### config.mk
export PLATFORM = sky130hd
export DESIGN_NAME = uart_tx_buffered
export DESIGN_NICKNAME = d
export VERILOG_FILES = /design/src/rtl/uart_tx_buffered_pkg.sv /design/src/rtl/uart_tx_buffered_fifo.sv /design/src/rtl/uart_tx_buffered.sv
export SDC_FILE = /design/constraint.sdc
export NUM_CORES = 1
export LEC_CHECK = 0
export BUFFER_PORTS_ARGS = -buffer_cell sky130_fd_sc_hd__buf_2
export CORE_MARGIN = 1.5
export CORE_UTILIZATION = 45
export DETAILED_ROUTE_END_ITERATION = 6
export SLEW_MARGIN = 5
export SYNTH_ARGS = -nofsm -noshare
export SYNTH_HDL_FRONTEND = slang
export SYNTH_HIERARCHICAL = 1
export SYNTH_SLANG_ARGS = --single-unit
### constraint.sdc
create_clock -name clk -period 10.22 [get_ports clk]
set_clock_uncertainty 0.1 [all_clocks]
set_input_delay 0 -clock clk [delete_from_list [all_inputs] [get_ports clk]]
set_output_delay 0 -clock clk [all_outputs]
set_load 0.02 [all_outputs]
### src/rtl/uart_tx_buffered_pkg.sv
// UART_pkg: shared UART byte type, transmitter FSM states and parity helper
package UART_pkg;

    typedef logic [7:0] uart_data_t;

    typedef enum logic [2:0] {
        IDLE,
        START,
        DATA,
        PARITY,
        STOP
    } uart_tx_state_e;

    function automatic logic parity_bit(input uart_data_t d, input logic odd);
        return (^d) ^ odd;
    endfunction

endpackage

### src/rtl/uart_tx_buffered_fifo.sv
// uart_fifo: power-of-two byte FIFO with registered occupancy and full/empty flags
module uart_fifo
    import UART_pkg::*;
#(
    parameter int DEPTH = 8,
    localparam int AW = $clog2(DEPTH),
    localparam int LW = $clog2(DEPTH + 1)
) (
    input  logic          clk,
    input  logic          rst,
    input  logic          wr_en_i,
    input  uart_data_t    wr_data_i,
    input  logic          rd_en_i,
    output uart_data_t    rd_data_o,
    output logic          full_o,
    output logic          empty_o,
    output logic [LW-1:0] level_o
);

    uart_data_t    mem_q [DEPTH];
    logic [AW-1:0] wr_ptr_q, wr_ptr_d, rd_ptr_q, rd_ptr_d;
    logic [LW-1:0] level_q, level_d;
    logic          push, pop;

    // Acceptance uses the registered full flag only, so a same-cycle pop never frees room.
    assign push      = wr_en_i & ~full_o;
    assign pop       = rd_en_i & ~empty_o;
    assign full_o    = level_q == LW'(DEPTH);
    assign empty_o   = level_q == '0;
    assign level_o   = level_q;
    assign rd_data_o = mem_q[rd_ptr_q];

    // Pointers wrap naturally because DEPTH is a power of two.
    always_comb begin
        wr_ptr_d = wr_ptr_q + AW'(push);
        rd_ptr_d = rd_ptr_q + AW'(pop);
        level_d  = level_q + LW'(push) - LW'(pop);
    end

    // Pointer and occupancy registers.
    always_ff @(posedge clk or posedge rst) begin
        if (rst) begin
            wr_ptr_q <= '0;
            rd_ptr_q <= '0;
            level_q  <= '0;
        end else begin
            wr_ptr_q <= wr_ptr_d;
            rd_ptr_q <= rd_ptr_d;
            level_q  <= level_d;
        end
    end

    // Storage array; contents are meaningless while level is zero.
    always_ff @(posedge clk) begin
        if (push) mem_q[wr_ptr_q] <= wr_data_i;
    end

endmodule

### src/rtl/uart_tx_buffered.sv
// uart_tx_buffered: FIFO-buffered UART transmitter with optional parity and back-to-back frames
module uart_tx_buffered
    import UART_pkg::*;
#(
    parameter int CLKS_PER_BIT = 5208,
    parameter int FIFO_DEPTH   = 8,
    parameter int PARITY_EN    = 1,
    parameter int PARITY_ODD   = 0,
    localparam int LW = $clog2(FIFO_DEPTH + 1)
) (
    input  logic          clk,
    input  logic          rst,
    input  uart_data_t    wr_data,
    input  logic          wr_en,
    output logic          tx,
    output logic          full,
    output logic          empty,
    output logic [LW-1:0] level,
    output logic          busy,
    output logic          overflow
);

    localparam int CW = $clog2(CLKS_PER_BIT);

    uart_tx_state_e state_q, state_d;
    logic [CW-1:0]  cnt_q, cnt_d;
    logic [2:0]     bit_q, bit_d;
    uart_data_t     data_q, data_d, head;
    logic           tx_q, tx_d, busy_q, overflow_q, pop, last;

    uart_fifo #(.DEPTH(FIFO_DEPTH)) u_fifo (
        .clk       (clk),
        .rst       (rst),
        .wr_en_i   (wr_en),
        .wr_data_i (wr_data),
        .rd_en_i   (pop),
        .rd_data_o (head),
        .full_o    (full),
        .empty_o   (empty),
        .level_o   (level)
    );

    assign last     = cnt_q == CW'(CLKS_PER_BIT - 1);
    assign tx       = tx_q;
    assign busy     = busy_q;
    assign overflow = overflow_q;

    // Frame sequencing: pop on entry to START, from IDLE or straight out of STOP.
    always_comb begin
        state_d = state_q;
        bit_d   = bit_q;
        data_d  = data_q;
        pop     = 1'b0;
        cnt_d   = (state_q == IDLE || last) ? '0 : cnt_q + CW'(1);
        case (state_q)
            IDLE: begin
                if (!empty) begin
                    pop     = 1'b1;
                    data_d  = head;
                    state_d = START;
                end
            end
            START: begin
                if (last) begin
                    state_d = DATA;
                    bit_d   = '0;
                end
            end
            DATA: begin
                if (last) begin
                    bit_d = bit_q + 3'd1;
                    if (bit_q == 3'd7) state_d = (PARITY_EN != 0) ? PARITY : STOP;
                end
            end
            PARITY: begin
                if (last) state_d = STOP;
            end
            STOP: begin
                if (last) begin
                    if (!empty) begin
                        pop     = 1'b1;
                        data_d  = head;
                        state_d = START;
                    end else begin
                        state_d = IDLE;
                    end
                end
            end
            default: state_d = IDLE;
        endcase
    end

    // Line level for the current state, registered one cycle behind the state.
    always_comb begin
        tx_d = state_q == START  ? 1'b0 :
               state_q == DATA   ? data_q[bit_q] :
               state_q == PARITY ? parity_bit(data_q, PARITY_ODD != 0) : 1'b1;
    end

    // State, counters, line and status registers; reset idles the line immediately.
    always_ff @(posedge clk or posedge rst) begin
        if (rst) begin
            state_q    <= IDLE;
            cnt_q      <= '0;
            bit_q      <= '0;
            data_q     <= '0;
            tx_q       <= 1'b1;
            busy_q     <= 1'b0;
            overflow_q <= 1'b0;
        end else begin
            state_q    <= state_d;
            cnt_q      <= cnt_d;
            bit_q      <= bit_d;
            data_q     <= data_d;
            tx_q       <= tx_d;
            busy_q     <= state_q != IDLE;
            overflow_q <= wr_en & full;
        end
    end

endmodule

==> results by group, run 1 <==
Status
  • Outcome: finished, final reports clean

Routing
  • Initial DRT Pass Iterations: 4
  • Via count: 2345
  • Drt total wl: 7400 microns
  • DRC Markers: 0
  • Vias/cell: 5.14
  • Iter 0 DRT Violations: 61
  • Routed Antenna Nets: 0
  • Post-DR wirelength/cell: 16.2 microns

Setup path
  • CP Depth: 11
  • CP bufs+invs: 2
  • Worst path slowest cell: a2111o_1
  • Worst Reg2Reg Path Length in Cells: 11
  • Crit path capture type: register
  • Reg2reg start: cnt_q[8]
  • Crit-path max cell delay: 0.66 ns
  • Data required time of the worst path: approximately 10 ns
  • Crit-path cells: or4b_4, or3_4, a2111o_1, inv_1, nor2b_1, ha_1, inv_1, ha_1, a21o_1, a21oi_1, xor2_1
  • Reg-to-reg setup timing slack: 6.69 ns
  • Crit Path Max Fanout: 10
  • CP startpoint kind: register
  • R2r endpoint: u_fifo/level_o[3]
  • Setup Crit Path Kind: register to register
  • Delay-heaviest family, CP: simple AND/OR/NAND/NOR gates
  • Crit path DAT: approximately 3.7 ns

Job
  • Reported max-cap violation count: 0

Placement
  • Post-DP HPWL: 4890 microns
  • Gpl congestion: between 0.7 and 0.8
  • IO Port Bufs: 19
  • Placed cell area: around 4800 sq um

Global routing
  • First-pass GRT wire length: 12100 microns
  • GRT Util Overall: 0.149
  • Largest net degree at the start of global routing: 30
  • Number of antenna violations at the first check in global routing: 0
  • Vias in the first global route: approximately 2400
  • Remaining Overflow, GRT: 0

Timing
  • Setup_tns: 0 ns
  • Slew @ Worst Pin: 0.980 ns
  • Fmax: between 0.2 and 0.3 GHz
  • RSZ-0062 raised after global routing: no
  • Min Hold Slack: 0.0625 ns
  • Tcrit/Tclk final: 0.346
  • Pins Over Slew Limit: 0
  • Slew margin rel.: 0.345
  • Clock period minus worst slack: 3.53 ns
  • Final hold viol count: 0
  • Count of endpoints failing setup in the final report: 0

Floorplanning
  • Num ports: 20
  • DIE HEIGHT: between 100 and 150 microns
  • Std cell rows: 36
  • Core area: roughly 9800 sq um
  • Die area: approximately 11000 sq um
  • Starting Density: 0.466
  • DIE WIDTH: 104 microns

Yosys
  • Synthesized area: 4570 sq um
  • Synth Area in Simple Gates: 0.0826
  • Post-synth top flop: edfxtp_1
  • Synth top area share: 0.420
  • Synth area leader: edfxtp_1
  • #FFs+latches synth: about 100
  • Synth cell count leaders: 64 x edfxtp_1, 39 x dfrtp_1, 25 x nor2_1
  • Post-Synth Adder-Cell Area: 0.0400
  • Sequential share of the synthesized area: 0.640
  • Synth Area in Compound Gates: 0.0189
  • Largest family of logic cells by synthesized area: multiplexers
  • Mean area per synthesized cell: around 16 sq um
  • Synth warn: 6
  • Synth cell types: 46
  • Post-synthesis async set-or-reset flop share: 0.385
  • EDFF count, synth: 64
  • Most frequent cell after synthesis: edfxtp_1
  • Synth Net Count: 311
  • Synth Instances: 286
  • XOR/XNOR share of the synthesized area: 0.0441
  • Mux contribution to synthesized area: 0.146
  • Synth top area cells: edfxtp_1 42%, dfrtp_1 21%, mux4_1 8.6%

Pwr
  • Worst VDD drop: between 0.1 and 0.15 mV
  • Leakage: 2.00 nW
  • Power per cell area: approximately 180 nW/um^2
  • Overall power: about 910 uW

Layout
  • Diode count: 0
  • Post-Layout Inst Area: 5070 sq um
  • NumNets Final: 343
  • Share of post-route cells with drive strength above 1: 0.189
  • Layout area overhead: 10.9%

Clocking
  • H-Tree Depth: 3
  • Longest Clk Path Bufs: 2
  • Root buf cell: clkbuf_8
  • CTS sink count: 104
  • Clock Latency Late Sink: 0.37 ns
  • CTS tree: yes
  • Post-CTS Hold Fix Bufs: 11
  • Clk slew on worst S/H paths: 0.10 ns
  • Resize count post-CTS: 0
  • Inserted Clock Buffers: 9
  • Post-CTS setup buffers: 0

Min path
  • Worst Hold Class: input port to async pin
## per-stage QoR
stage	cells	setup WS, ns	util
2_1_floorplan	286	7.01	-
5_1_grt	456	6.45	0.516
3_5_place_dp	429	6.65	0.486
4_1_cts	456	6.65	0.516
6_report	456	6.69	0.516
3_3_place_gp	429	6.72	0.486
## worst min-delay path, stage by stage
cell,delay (ns)
dlygate4sd3_1,0.53
buf_2,0.12
inv_1,0.32
## state kept, by name, indices dropped and copies added, names as in the netlist
signal and count:
bit_q 3, busy 1, cnt_q 13, data_q 8
overflow 1, state_q 3, tx 1, u_fifo/level_o 4
u_fifo/mem_q 64, u_fifo/rd_ptr_q 3, u_fifo/wr_ptr_q 3
## per-layer routing
layer	up-vias	track usage	part of all wire
li1	1135	-	-
met1	1173	0.186	0.46
met2	27	0.251	0.50
met3	10	0.0396	0.026
met4	0	0.0546	0.015
met5	-	0	0
## worst max path at each step
stage | startpoint | to | slack (ns)
after floorplan | cnt_q[9] | u_fifo/level_o[2] | 7.01
after global placement | cnt_q[9] | u_fifo/level_o[3] | 6.72
after detailed placement | cnt_q[8] | u_fifo/level_o[3] | 6.65
after CTS | cnt_q[8] | u_fifo/level_o[3] | 6.65
after global routing | cnt_q[8] | u_fifo/level_o[3] | 6.45
final | cnt_q[8] | u_fifo/level_o[3] | 6.69
## layout make-up
class | instances | area (sq um)
Fill cell | 859 | 4750
Sequential cell | 104 | 2920
Multi-Input combinational cell | 157 | 1530
Timing Repair Buffer | 31 | 213
Tap cell | 133 | 166
Clock buffer | 9 | 124
Clock inverter | 7 | 58.8
Inverter | 15 | 56.3
## cells by family after synthesis
family | after synthesis
xor gates and xnor gates | 23
and+or+nand+nor | 73
muxes | 35
buffers and inverters | 25
adders and majority gates | 14
DFF | 104
AOI/OAI and AO/OA | 12
## cells in the final DEF (no fill, tap or decap), types with 9 or more instances in the layout
cell type,n
buf_2,19
clkbuf_8,9
mux4_1,15
dlygate4sd3_1,11
dfrtp_1,39
nand3_1,11
inv_1,15
nor2_1,25
edfxtp_1,64
xor2_1,9
nand2_1,11
xnor2_1,14
ha_1,13
## power breakdown
| part | switching [mW] | total [mW] | leakage [nW] | internal, mW |
|---|---|---|---|---|
| Clock | 0.147 | 0.241 | 0.0982 | 0.0938 |
| Combinational | 0.0863 | 0.141 | 0.825 | 0.0550 |
| Sequential | 0.0225 | 0.526 | 1.08 | 0.503 |
(Power assumes the default switching activity.)
==> run 2: changes to the inputs <==
- ABC_AREA: default -> 1
- clock period: 10.22 -> 3.2 ns (I/O delays scaled with it)
==> results by group, run 2 <==
Yosys
  • Post-synth top flop: edfxtp_1
  • Synthesized area: about 5200 sq um
  • Synth Net Count: around 620
  • Synth warn: 6
  • Post-synthesis async set-or-reset flop share: 0.385
  • Most frequent cell after synthesis: nand2_1
  • Synth top area cells: edfxtp_1 37%, dfrtp_1 19%, nand2_1 14%
  • Mean area per synthesized cell: roughly 8.8 sq um
  • Synth cell count leaders: 200 x nand2_1, 107 x inv_1, 64 x edfxtp_1
  • Sequential share of the synthesized area: 0.564
  • EDFF count, synth: 64
  • #FFs+latches synth: 104
  • Synth area leader: edfxtp_1
  • Synth Instances: 591
  • Synth top area share: 0.371
  • Synth cell types: 33

Clocking
  • CTS sink count: 104
  • Root buf cell: clkbuf_16
  • CTS tree: yes
  • Longest Clk Path Bufs: 2
  • H-Tree Depth: 3
  • Clk slew on worst S/H paths: ~0.07 ns
  • Clock Latency Late Sink: ~0.35 ns
  • Resize count post-CTS: 0
  • Inserted Clock Buffers: 9

Global routing
  • Number of antenna violations at the first check in global routing: 0
  • First-pass GRT wire length: 16200 microns
  • GRT Util Overall: 0.179
  • Remaining Overflow, GRT: 0
  • Largest net degree at the start of global routing: 33
  • Vias in the first global route: 3400

Setup path
  • Crit path capture type: register
  • Crit path from: cnt_q[0]
  • Reg-to-reg setup timing slack: 0.57 ns
  • Setup crit end: u_fifo/level_o[1]
  • Setup Crit Path Kind: register to register
  • R2r endpoint: u_fifo/level_o[1]
  • Data required time of the worst path: 3.33 ns
  • Crit Path Max Fanout: 9
  • CP startpoint kind: register
  • Reg2reg start: cnt_q[0]
  • Crit path DAT: approximately 2.8 ns
  • Worst Reg2Reg Path Length in Cells: 15

Timing
  • Tcrit/Tclk final: 0.822
  • Min Hold Slack: around 0.068 ns
  • Final hold viol count: 0
  • Pins Over Slew Limit: 0
  • RSZ-0062 raised after global routing: no
  • Fmax: 0.380 GHz
  • Slew @ Worst Pin: 1.06 ns
  • Slew margin rel.: 0.287
  • Setup_tns: 0 ns
  • Clock period minus worst slack: 2.63 ns
  • Count of endpoints failing setup in the final report: 0
  • Post-route setup slack: 0.571 ns

Floorplanning
  • Std cell rows: 39
  • Num ports: 20
  • DIE WIDTH: 110 microns
  • DIE HEIGHT: around 110 microns
  • Core area: between 10000 and 15000 sq um
  • Die area: 12200 sq um
  • Starting Density: 0.458

Routing
  • Post-DR wirelength/cell: 12.8 microns
  • Iter 0 DRT Violations: 279
  • Via count: 3682
  • Vias/cell: 4.73
  • Routed Antenna Nets: 0
  • DRC Markers: 0
  • Drt total wl: ~10000 microns
  • Initial DRT Pass Iterations: 4

Layout
  • Post-layout utilization of the core: 0.514
  • Diode count: 0
  • Share of post-route cells with drive strength above 1: 0.121
  • Max reg flops: 64
  • Biggest regs: u_fifo/mem_q x64, cnt_q x13, data_q x8
  • Largest Register: u_fifo/mem_q
  • Post-Layout Inst Area: 5820 sq um
  • Layout area overhead: 12.4%
  • Filler cells: 1034
  • NumNets Final: ~660
  • Fin cells: 779
  • Most frequent cells in the layout: 200 x nand2_1, 106 x inv_1, 64 x edfxtp_1
  • Most common cell after layout, fill and taps aside: nand2_1

Pwr
  • Clock power frac: 0.322
  • Worst VDD drop: 0.487 mV
  • Sequential power share: 0.507
  • Switching share of total power: 0.288
  • Leakage: ~2.8 nW
  • P_sw: 949 uW
  • Combinational Power Share: 0.171
  • Power per cell area: around 570 nW/um^2
  • Internal Dissipation: around 2.3 mW
  • Overall power: 3.29 mW

Placement
  • Pre-CTS setup slack: approximately 0.55 ns
  • Post-DP HPWL: 6800 microns
  • Gpl congestion: 0.797
  • Placed cell area: 5440 sq um
  • IO Port Bufs: 19
  • Cells after DPL: 753

Status
  • Outcome: finished, final reports clean

Job
  • Reported max-cap violation count: 0

Min path
  • Worst Hold Class: input port to async pin
run 2: cell types whose count changed after synthesis, moves of 11 or more:
cell and change:
nor3_1 +11, nand2_1 +189, nand2_2 +15, xnor2_1 -13
nand3_1 +41, mux4_1 -15, inv_1 +92
run 2: cells by family (layout without fill, tap and decap cells):
group                    after synthesis  after routing  synth area share
XOR/XNOR                               7              7            0.0118
AO/OA/AOI/OAI                         17             17            0.0186
adder cells (fa/ha/maj)               14             14            0.0352
flip-flops                           104            104             0.564
buffers and inverters                125            170             0.104
AND/OR/NAND/NOR                      324            324             0.266
run 2: worst max-delay path, cell delays in order (launching register included):
cell,delay [ns]
dfrtp_1,0.40
ha_1,0.22
nand2_2,0.07
inv_2,0.06
nand2_2,0.05
nor2_2,0.11
nand2_2,0.09
nand2_2,0.09
nand2_4,0.09
clkinv_4,0.09
inv_1,0.04
nor2_1,0.17
ha_1,0.26
inv_1,0.06
ha_1,0.18
fa_1,0.43
run 2: area by class of cell:
cell class | instances | area (sq um) | share of cell area
Clock buffer | 9 | 225 | 0.0387
Multi-Input combinational cell | 362 | 1720 | 0.295
Sequential cell | 104 | 2920 | 0.502
Clock inverter | 7 | 62.6 | 0.0107
Timing Repair Buffer | 40 | 278 | 0.0477
Tap cell | 143 | 179 | 0.0307
Inverter | 114 | 435 | 0.0748
run 2: power by group through the flow:
stage | combinational [mW] | clock, mW | sequential (mW)
2_1_floorplan | 0.324 | 0 | 1.73
3_3_place_gp | 0.539 | 0 | 1.69
3_5_place_dp | 0.564 | 0 | 1.70
4_1_cts | 0.575 | 1.09 | 1.67
5_1_grt | 0.636 | 1.14 | 1.69
6_report | 0.563 | 1.06 | 1.67
run 2: how the worst min path moves through the flow:
stage / start / to / slack [ns]
floorplan: rst / u_fifo/level_o[0] / -0.26
global placement: rst / u_fifo/level_o[3] / -0.1
detailed placement: rst / u_fifo/level_o[2] / -0.1
CTS: rst / u_fifo/level_o[2] / 0.07
global route: rst / u_fifo/level_o[3] / 0.14
finish: rst / u_fifo/level_o[2] / 0.07
run 2: per-layer routing:
metal / share of wire / track usage / vias to the layer above
li1: - / - / 1919
met2: 0.51 / 0.311 / 58
met5: 0 / 0 / -
met4: 0.018 / 0.0687 / 0
met3: 0.037 / 0.0459 / 20
met1: 0.43 / 0.214 / 1685
run 2: repair_timing:
| action | CTS | global route |
|---|---|---|
| hold buffers | 10 | 0 |
| buffers inserted | 0 | 0 |
| endpoints found under the setup margin | 0 | 0 |
| endpoints found under the hold margin | 105 | 0 |
==> run 3: changes to the inputs <==
- clock period: 3.2 -> 2.3 ns (I/O delays scaled with it)
==> results by group, run 3 (synthesis results as in run 2) <==
Floorplanning
  • Num ports: 20
  • DIE WIDTH: 110 microns
  • Std cell rows: 39
  • Starting Density: 0.458
  • Die area: 12200 sq um
  • Core area: ~11000 sq um
  • DIE HEIGHT: 110 microns

Layout
  • NumNets Final: 693
  • Most frequent cells in the layout: 199 x nand2_1, 102 x inv_1, 64 x edfxtp_1
  • Largest Register: u_fifo/mem_q
  • Diode count: 0
  • Fin cells: just over 800
  • Post-Layout Inst Area: 6190 sq um
  • Share of post-route cells with drive strength above 1: 0.198
  • Most common cell after layout, fill and taps aside: nand2_1
  • Layout area overhead: 19.5%
  • Max reg flops: 64
  • Biggest regs: u_fifo/mem_q x64, cnt_q x13, data_q x8

Clocking
  • Root buf cell: clkbuf_16
  • Clock Latency Late Sink: roughly 0.34 ns
  • H-Tree Depth: 3
  • CTS sink count: 104
  • Clk slew on worst S/H paths: 0.07 ns
  • Longest Clk Path Bufs: 2
  • Inserted Clock Buffers: 9
  • CTS tree: yes

Routing
  • Drt total wl: 10400 microns
  • Initial DRT Pass Iterations: 5
  • Post-DR wirelength/cell: 12.7 microns
  • Via count: approximately 3800
  • Iter 0 DRT Violations: 189
  • Vias/cell: 4.67
  • DRC Markers: 0
  • Routed Antenna Nets: 0

Pwr
  • Leakage: 3.02 nW
  • Worst VDD drop: 0.482 mV
  • Power per cell area: 753 nW/um^2
  • Overall power: 4.66 mW

Timing
  • Final hold viol count: 0
  • Clock period minus worst slack: between 2 and 2.5 ns
  • RSZ-0062 raised after global routing: yes
  • Pins Over Slew Limit: 0
  • Fmax: approximately 0.43 GHz
  • Setup_tns: -0.0240 ns
  • Count of endpoints failing setup in the final report: 2
  • Min Hold Slack: 0.106 ns
  • Tcrit/Tclk final: 1.01
  • Slew margin rel.: 0.664
  • Slew @ Worst Pin: 0.503 ns
  • Post-route setup slack: -0.0130 ns

Global routing
  • GRT Util Overall: 0.184
  • Top Usage Layer GRT: met2
  • Remaining Overflow, GRT: 0
  • Number of antenna violations at the first check in global routing: 0
  • Met2 track demand over resource: 0.323
  • Vias in the first global route: 3523
  • First-pass GRT wire length: 16800 microns
  • Largest net degree at the start of global routing: 33
  • Met1 GRT Util: 0.232
  • GR met3 Demand/Resource: 0.0282

Placement
  • Post-DP HPWL: between 6000 and 7000 microns
  • Gpl congestion: slightly below 0.8
  • IO Port Bufs: 19
  • Cells after DPL: 776
  • Placed cell area: between 5000 and 6000 sq um

Setup path
  • Reg-to-reg setup timing slack: -0.01 ns
  • Crit Path Max Fanout: 2
  • R2r endpoint: u_fifo/level_o[2]
  • Crit path DAT: 2.44 ns
  • CP startpoint kind: register
  • Crit path capture type: register
  • Reg2reg start: cnt_q[1]
  • Worst Reg2Reg Path Length in Cells: 16
  • Data required time of the worst path: 2.43 ns
  • Setup Crit Path Kind: register to register

Status
  • Outcome: complete, but fails checks
  • Failing checks: setup timing

Job
  • Reported max-cap violation count: 0

Min path
  • Worst Hold Class: input port to async pin
## run 3: cell count changes in the layout (fill, tap and decap cells not counted), moves of 2 or more
cell / delta
inv_2: +3
inv_4: +2
ha_4: +3
inv_1: -4
clkinv_1: -2
nor2_1: -4
nor2_4: +4
dfrtp_1: -3
ha_1: -4
dfrtp_2: +3
buf_4: +37
inv_6: +2
## run 3: repair_timing
action / CTS / global route
gates resized for setup: 5 / 6
setup endpoints to repair: 2 / 5
hold endpoints to repair: 105 / 0
hold buffers: 10 / 0
buffers inserted: 12 / 2
pin swaps: 5 / 6
## run 3: worst max-delay path, cell delays in order, from the launching register on
cell and delay [ns]:
dfrtp_1 0.38, ha_2 0.20, nand2_2 0.08, inv_2 0.05, nand2_4 0.07, nor2_4 0.04
nand2_2 0.07, nand2_2 0.06, nand2_4 0.09, clkinv_4 0.05, inv_4 0.05, nor2_4 0.04
ha_4 0.27, inv_4 0.03, ha_4 0.15, fa_2 0.32, xor2_1 0.14
## run 3: final cells by class
type	instances	area [sq um]
Tap cell	143	179
Clock buffer	10	229
Fill cell	1006	5130
Clock inverter	6	57.6
Inverter	114	440
Multi-Input combinational cell	362	1800
Timing Repair Buffer	77	556
Sequential cell	104	2930
## run 3: worst max-delay path by stage
stage	cells past startpoint	from	slack (ns)	to
2_1_floorplan	14	u_fifo/level_o[2]	-0.1	u_fifo/level_o[2]
3_5_place_dp	15	cnt_q[1]	-0.08	u_fifo/level_o[1]
3_3_place_gp	15	cnt_q[1]	-0.01	u_fifo/level_o[1]
5_1_grt	15	cnt_q[1]	-0.14	u_fifo/level_o[1]
4_1_cts	16	cnt_q[0]	-0.01	u_fifo/level_o[2]
6_report	16	cnt_q[1]	-0.01	u_fifo/level_o[2]
## run 3: per-layer routing
metal  up-vias  wire [microns]
li1       1990               -
met1      1774            4660
met2        37            5290
met3         9             303
met4         0             119
met5         -               0
## run 3: report_power, final
group	internal [mW]	total (mW)	switching, mW
combinational	0.299	0.837	0.538
sequential	2.24	2.34	0.0953
clock	0.765	1.49	0.725
## run 3: stage by stage
step,setup slack (ns),util
after floorplan,-0.0958,-
after global placement,-0.0118,0.499
after detailed placement,-0.0800,0.499
after CTS,-0.0134,0.544
after global routing,-0.139,0.547
final,-0.0130,0.547
